**config.mk**
```make
export PLATFORM = sky130hd
export DESIGN_NAME = halfadder_serial_seq
export DESIGN_NICKNAME = d
export VERILOG_FILES = /design/src/rtl/halfadder_serial_seq.sv
export SDC_FILE = /design/constraint.sdc
export NUM_CORES = 1
export LEC_CHECK = 0
export CORE_UTILIZATION = 40
export DETAILED_ROUTE_END_ITERATION = 12
export REMOVE_ABC_BUFFERS = 1
export SLEW_MARGIN = 0
export SYNTH_ARGS = -nofsm -noshare
export SYNTH_HDL_FRONTEND = slang
export SYNTH_SLANG_ARGS = --single-unit
```
**constraint.sdc**
```tcl
create_clock -name clk -period 3.1 [get_ports clk]
set_clock_uncertainty 0.05 [all_clocks]
set_input_delay 0.93 -clock clk [delete_from_list [all_inputs] [get_ports clk]]
set_output_delay 0.93 -clock clk [all_outputs]
set_load 0.05 [all_outputs]
```
**src/rtl/halfadder_serial_seq.sv**
```systemverilog
// Bit-serial WIDTH-bit adder with carry-in. A single NAND-built half adder is
// time-shared: every bit takes two passes (operands, then running carry).
// Start/busy/done handshake toward the requester.

// Half adder built only from 2-input NAND gates.
module halfadder (
  input  logic a,
  input  logic b,
  output logic sum,
  output logic carry
);
  logic n_ab, n_a, n_b;

  assign n_ab  = ~(a & b);
  assign n_a   = ~(a & n_ab);
  assign n_b   = ~(b & n_ab);
  assign sum   = ~(n_a & n_b);
  assign carry = ~(n_ab & n_ab);
endmodule

module halfadder_serial_seq #(
  parameter int WIDTH = 8
) (
  input  logic             clk,
  input  logic             rst_n,
  input  logic             start,
  input  logic [WIDTH-1:0] a_in,
  input  logic [WIDTH-1:0] b_in,
  input  logic             cin,
  output logic             busy,
  output logic             done,
  output logic [WIDTH-1:0] sum_out,
  output logic             cout
);
  localparam int IW = (WIDTH > 1) ? $clog2(WIDTH) : 1;
  localparam logic [IW-1:0] LAST = IW'(WIDTH - 1);

  typedef enum logic [1:0] {
    S_IDLE  = 2'd0,
    S_PASS1 = 2'd1,
    S_PASS2 = 2'd2,
    S_DONE  = 2'd3
  } state_t;

  state_t           state_q, state_d;
  logic [WIDTH-1:0] a_q, a_d;
  logic [WIDTH-1:0] b_q, b_d;
  logic [WIDTH-1:0] acc_q, acc_d;
  logic [WIDTH-1:0] sum_q, sum_d;
  logic [IW-1:0]    idx_q, idx_d;
  logic             c_q, c_d;     // running carry between bits
  logic             p_q, p_d;     // propagate bit from pass 1
  logic             g1_q, g1_d;   // generate carry from pass 1
  logic             cout_q, cout_d;

  logic ha_a, ha_b, ha_sum, ha_carry;

  // Shared half adder fed from registered state only: operand bits in pass 1,
  // propagate bit and running carry in pass 2.
  always_comb begin
    ha_a = p_q;
    ha_b = c_q;
    if (state_q == S_PASS1) begin
      ha_a = a_q[idx_q];
      ha_b = b_q[idx_q];
    end
  end

  halfadder u_ha (
    .a     (ha_a),
    .b     (ha_b),
    .sum   (ha_sum),
    .carry (ha_carry)
  );

  // Next-state and datapath updates for the two-pass-per-bit sequence.
  always_comb begin
    state_d = state_q;
    a_d     = a_q;
    b_d     = b_q;
    acc_d   = acc_q;
    sum_d   = sum_q;
    idx_d   = idx_q;
    c_d     = c_q;
    p_d     = p_q;
    g1_d    = g1_q;
    cout_d  = cout_q;
    unique case (state_q)
      S_IDLE: begin
        if (start) begin
          a_d     = a_in;
          b_d     = b_in;
          c_d     = cin;
          idx_d   = '0;
          state_d = S_PASS1;
        end
      end
      S_PASS1: begin
        p_d     = ha_sum;
        g1_d    = ha_carry;
        state_d = S_PASS2;
      end
      S_PASS2: begin
        acc_d[idx_q] = ha_sum;
        // g1 and the pass-2 carry are mutually exclusive, so OR is exact.
        c_d = g1_q | ha_carry;
        if (idx_q == LAST) begin
          sum_d   = acc_d;
          cout_d  = c_d;
          state_d = S_DONE;
        end else begin
          idx_d   = idx_q + 1'b1;
          state_d = S_PASS1;
        end
      end
      S_DONE: state_d = S_IDLE;
      default: state_d = S_IDLE;
    endcase
  end

  // State and datapath registers with synchronous active-low reset.
  always_ff @(posedge clk) begin
    if (!rst_n) begin
      state_q <= S_IDLE;
      a_q     <= '0;
      b_q     <= '0;
      acc_q   <= '0;
      sum_q   <= '0;
      idx_q   <= '0;
      c_q     <= 1'b0;
      p_q     <= 1'b0;
      g1_q    <= 1'b0;
      cout_q  <= 1'b0;
    end else begin
      state_q <= state_d;
      a_q     <= a_d;
      b_q     <= b_d;
      acc_q   <= acc_d;
      sum_q   <= sum_d;
      idx_q   <= idx_d;
      c_q     <= c_d;
      p_q     <= p_d;
      g1_q    <= g1_d;
      cout_q  <= cout_d;
    end
  end

  assign busy    = (state_q == S_PASS1) || (state_q == S_PASS2);
  assign done    = (state_q == S_DONE);
  assign sum_out = sum_q;
  assign cout    = cout_q;
endmodule

```
Yosys cells after proc, flatten, opt, wreduce, memory -nomap -nowiden
Cells that the tools add are included.
- bitwise operators: 9
- order comparisons: 2
- multiplexer cells: 17
- add/subtract/negate cells: 1
- equal/unequal tests: 6
- reductions and logical operators: 8
- operator list (operator ; number):
    bitwise mux 8 bit ; 1
    one-hot mux 2 bit (4 select lines) ; 1
    binary-select mux 1 bit (select 3 bit) ; 2
    2-to-1 mux 1 bit ; 6
    2-to-1 mux 3 bit ; 2
    one-hot mux 3 bit (2 select lines) ; 1
    AND reduction 2 bit ; 3
    AND 1 bit ; 4
    equality test 2 bit (second input constant) ; 2
    less-than comparator 3 x 4 -> 1 bit (second input constant) ; 1
    2-to-1 mux 2 bit ; 2
    inequality test 2 bit (second input constant) ; 2
    NOT 1 bit ; 4
    adder 3 x 1 -> 3 bit (second input constant) ; 1
    demux 1 bit (select 3 bit) ; 1
    equality test 3 bit (second input constant) ; 1
    >= comparator 3 x 1 -> 1 bit (second input constant) ; 1
    AND reduction 3 bit ; 1
    equality test 2 x 1 -> 1 bit (second input constant) ; 1
    zero test 2 bit ; 1
    one-hot mux 1 bit (2 select lines) ; 1
    nonzero test 2 bit ; 1
    logical AND 1 bit ; 1
    logical OR 1 bit ; 1
    OR 1 bit ; 1
- logic and storage cells: 53
- register bits after elaboration: 41
- output and inout bits: 11

Depth between registers and ports, before layout
Gate-level depths: netlist of run 1.
- depth after elaboration: 10
- depth in mapped cells: 9
- depth with buffers taken out: 8

Hierarchy
A second synthesis of run 1 with hierarchy kept.
- cell total of the unflattened synthesis: 249
- area total of the unflattened synthesis: 2093.3 um^2
- by module, submodules not included (module ; instances ; area each (um^2) ; cells an instance ; seq. area each (um^2)):
    halfadder_serial_seq ; 1 ; 2080.7 ; 248 ; 820.8
    halfadder ; 1 ; 12.5 ; 1 ; 0.0

Least setup slack after synthesis of run 1
OpenSTA, ideal clock, no wires.
- kind: reg2reg
- start point: register idx_q[2]
- end point: register sum_q[2], in the netlist sum_out[2]
- data required time: 2959 ps
- arrival: 2109 ps
- setup slack: 850 ps
- clock period less this slack: 2250 ps
- path buffers: 2
- cell stages (with the launch flop): 9
- path through: dfxtp_1 buf_2 mux2i_1 o32ai_1 o32a_1 ha_1 clkbuf_1 nand3_1 a311oi_1
- word-level cells in the longest chain between the ends: 10
- elaborated cells between the ends (all ways): 22
- classes of those cells: order compare: 2; eq/ne: 1; mux: 9; bitwise: 8; reduce/logical: 2
- ends and longest elaborated chain (element ; line ; text):
    from (decl) ; 50 ; logic [IW-1:0] idx_q, idx_d;
    from (signal assigned) ; 140 ; idx_q <= idx_d;
    binary-select mux 1 bit (select 3 bit), on equally long branches ; 64, 65 ;
    2-to-1 mux 1 bit, on equally long branches ; 64, 65 ;
    2-to-1 mux 1 bit ; 63 ; if (state_q == S_PASS1) begin
    AND 1 bit ; 14 ; assign n_ab = ~(a & b);
    NOT 1 bit ; 14 ;
    AND 1 bit, on equally long branches ; 15, 16 ;
    NOT 1 bit, on equally long branches ; 15, 16 ;
    AND 1 bit * ; 17 ; assign sum = ~(n_a & n_b);
    NOT 1 bit * ; 17 ;
    named net ha_sum ; 56 ; logic ha_a, ha_b, ha_sum, ha_carry;
    bitwise mux 8 bit * ; 104 ; acc_d[idx_q] = ha_sum;
    to (signal assigned) ; 139 ; sum_q <= sum_d;
    to (decl) ; 49 ; logic [WIDTH-1:0] sum_q, sum_d;
Mark *: on every way through the listed nets, which the timed path passes. The rest lies on a longest branch. The select of a mux whose other input is x is not followed.
A chain may end at the register's enable or synchronous reset.

Final worst setup path of run 1
- start point: register state_q[1]
- end point: output port busy
- word-level cells in the longest chain between the ends: 2
- elaborated cells between the ends (all ways): 3
- classes of those cells: eq/ne: 2; reduce/logical: 1
- ends and longest elaborated chain (element ; line ; text):
    from (decl) ; 45 ; state_t state_q, state_d;
    from (signal assigned) ; 135 ; state_q <= state_d;
    equality test 2 x 1 -> 1 bit / equality test 2 bit (equally long branches) ; 148 ; assign busy = (state_q == S_PASS1) || (state_q == S_PASS2);
    logical OR 1 bit * ; 148 ;
    to (decl) ; 30 ; output logic busy,
Every way passes the cells marked *; elsewhere a longest branch is shown, timed or not.

==> flow_summary.json, run 1 <==
{
  "fin_nets": 294,
  "rows": 25,
  "finish.utilization_pct": 50.61,
  "ant_nets": 0,
  "fin_cells": 333,
  "comb_power_share_pct": 22.7,
  "clockPowerShare_pct": 29.1,
  "layout_common_cells": "41 x dfxtp_1, 39 x nand2_1, 30 x clkdlybuf4s50_1",
  "gp_congestion": 0.8324,
  "totalWireLength_um": 3934,
  "synthMuxAreaShare_pct": 8.608,
  "switching_share_pct": 29.27,
  "drt_iter0_markers": 104,
  "die_w_um": 72.30,
  "post_cts_buffers": 0,
  "diodes": 0,
  "die_y_um": 72.30,
  "yosysWarnings": 0,
  "power_frac_seq_pct": 48.2,
  "relSlewSlack_pct": 57.12,
  "r2r-end": "acc_q[3]",
  "drc": 0,
  "syn_area_mm2": 0.001977,
  "finalInstanceArea_mm2": 0.002406,
  "rsz0062_at_grt": "no",
  "grt_pass1_wl_um": 6906,
  "finalPower_mw": 1.200,
  "internal-power_mw": 0.8489,
  "holdWs_ps": 405.9,
  "antenna_found_initial": 0,
  "fillers": 492,
  "power.switching_mw": 0.3512,
  "met2_usage_pct": 25.55,
  "track_usage_pct": 16.94,
  "port_buffers": 30,
  "post-route-min-period_ps": 2859,
  "setup-tns-final_ps": 0,
  "viasPerCell": 5.075,
  "cts_resized": 0,
  "clockBufferDepth": 2,
  "rr_startpoint": "idx_q[1]",
  "initial_utilization_pct": 41.58,
  "slew_viol_final": 0,
  "ys_ff_latch": 41,
  "seq_area_um2": 820.8,
  "layout_commonest_cell": "dfxtp_1",
  "dp_hpwl_um": 2782,
  "die_area_mm2": 0.005227,
  "htree_num_levels": 2,
  "cap_violations": 0,
  "yosysUniqueCellTypes": 30,
  "worstPathArrival_ps": 1880,
  "final_hold_viol_count": 0,
  "hold_path_end": "b_q[6]",
  "io_pins": 31,
  "drive_gt1_share_pct": 6.015,
  "ctsHoldBuffers": 0,
  "vdd_drop_max_mv": 0.2579,
  "synth-simple-area-share_pct": 21.58,
  "core_area_mm2": 0.004755,
  "path_clk_slew_ps": 70,
  "grt_busiest_layer": "met2",
  "end_kind": "output pin",
  "gr-usage-met3_pct": 5.000,
  "cts-root-buf": "clkbuf_8",
  "setup_viol": 0,
  "dp_cells": 326,
  "vias": 1690,
  "wl_per_cell_um": 11.81,
  "postPlaceCellArea_mm2": 0.002320,
  "hold_class": "flop to flop",
  "synthAdderAreaFrac_pct": 5.063,
  "post-place-ws_ps": 489.8,
  "rrSetupSlack_ps": 480,
  "ys_seq_area_share_pct": 41.52,
  "synthXorXnorAreaFrac_pct": 0,
  "cellPowerDensity_mw_per_mm2": 498.8,
  "tightest_slew_ps": 643.2,
  "synth_top_family_by_area": "simple AND/OR/NAND/NOR gates",
  "cts_tree": "built",
  "max_freq_mhz": 349.7,
  "fin_crit_sh_pct": 92.24,
  "clock_sinks": 41,
  "clock_latency_ps": 290,
  "status": "completed",
  "hold_path_depth": 2,
  "cp_max_fo": 5,
  "hold_start": "b_q[6]",
  "synth_area_per_cell_um2": 8.272,
  "numCtsBuffers": 5,
  "multiInputGateArea_mm2": 0.001036,
  "grt_max_degree": 22,
  "globalRouteMet1Util_pct": 23.85,
  "worst_slack_ps": 240.6,
  "cp-start-kind": "flop",
  "power.leakage_nw": 0.8421,
  "path_class": "flop to output pin",
  "syn_to_final_growth_pct": 21.71,
  "cp.required_ps": 2120,
  "grt_pass1_vias": 1489,
  "grt-ovfl-total": 0,
  "dr.pass1.iters": 4,
  "synth_cells": 239,
  "r2r_cells": 8,
  "synth_compound_area_share_pct": 17.15
}
-- power by group through the flow --
stage	Sequential [mW]	Clock [mW]	Combinational [mW]
2_1_floorplan	0.585	0	0.181
6_report	0.578	0.349	0.273
3_5_place_dp	0.591	0	0.275
3_3_place_gp	0.590	0	0.274
5_1_grt	0.583	0.383	0.310
4_1_cts	0.578	0.360	0.275
-- kinds of logic (layout without fill, tap and decap cells) --
kind of cell    count (synthesis)  count (layout)
buf+inv                        23              50
simple gates                   95              95
flops                          41              41
mux                            17              17
compound gates                 55              55
fa+ha+maj                       8               8
-- critical path: stages, from the launching register on --
cell	delay [ps]
dfxtp_1	410
inv_1	110
ha_1	280
clkdlybuf4s50_1	790
-- worst max-delay path by stage --
stage,from,endpoint,slack (ps)
6_report,state_q[1],busy,240
4_1_cts,state_q[1],busy,240
3_5_place_dp,idx_q[1],acc_q[3],490
5_1_grt,idx_q[1],sum_out[3],180
3_3_place_gp,idx_q[0],acc_q[3],540
2_1_floorplan,idx_q[2],acc_q[3],580
-- registers in the layout (all words and copies together) (netlist names) --
register	cells
idx_q	3
g1_q	1
state_q	2
a_q	8
c_q	1
sum_out	8
cout	1
b_q	8
p_q	1
acc_q	8
-- cell usage after synthesis --
library cell / n / area [um2]
or3_1: 3 / 18.77
nand3_1: 6 / 30.03
nor2_1: 26 / 97.59
nor3_2: 2 / 20.02
buf_6: 2 / 22.52
a22oi_1: 3 / 22.52
o32a_1: 1 / 10.01
a211oi_1: 5 / 37.54
nor2b_1: 4 / 25.02
buf_2: 6 / 30.03
o32ai_1: 3 / 26.28
dfxtp_1: 41 / 820.8
a311oi_1: 4 / 35.03
buf_4: 3 / 22.52
ha_1: 8 / 100.1
a21oi_1: 22 / 110.1
nor3b_1: 1 / 7.510
o21ai_1: 10 / 50.05
and2_1: 4 / 25.02
nand2_1: 39 / 146.4
nand2b_1: 5 / 31.28
o221ai_1: 1 / 8.760
clkbuf_1: 7 / 26.28
o311a_1: 1 / 10.01
nor3_1: 5 / 25.02
mux2i_1: 17 / 170.2
a31oi_1: 1 / 6.260
inv_1: 5 / 18.77
o21ai_0: 3 / 15.01
o21bai_1: 1 / 7.510
-- metal layers --
metal,vias up,wire length [um],share of wire (%)
met4,0,36,0.92
met1,776,2068,53
met3,5,164,4.2
li1,875,-,-
met2,34,1665,42
met5,-,0,0
-- cell type report --
| class | count | share of cell area (%) |
|---|---|---|
| Multi-Input combinational cell | 175 | 43.06 |
| Sequential cell | 41 | 34.11 |
| Timing Repair Buffer | 38 | 14.98 |
| Clock buffer | 7 | 3.588 |
| Tap cell | 67 | 3.484 |
| Inverter | 5 | 0.7800 |
No activity file was read; power rests on OpenSTA's default activity.
==> run 2, diff against run 1 <==
- SLEW_MARGIN: 0 -> 5
==> results of run 2 <==
Same layout as run 1: the final DEF is identical, and so are final timing and power.
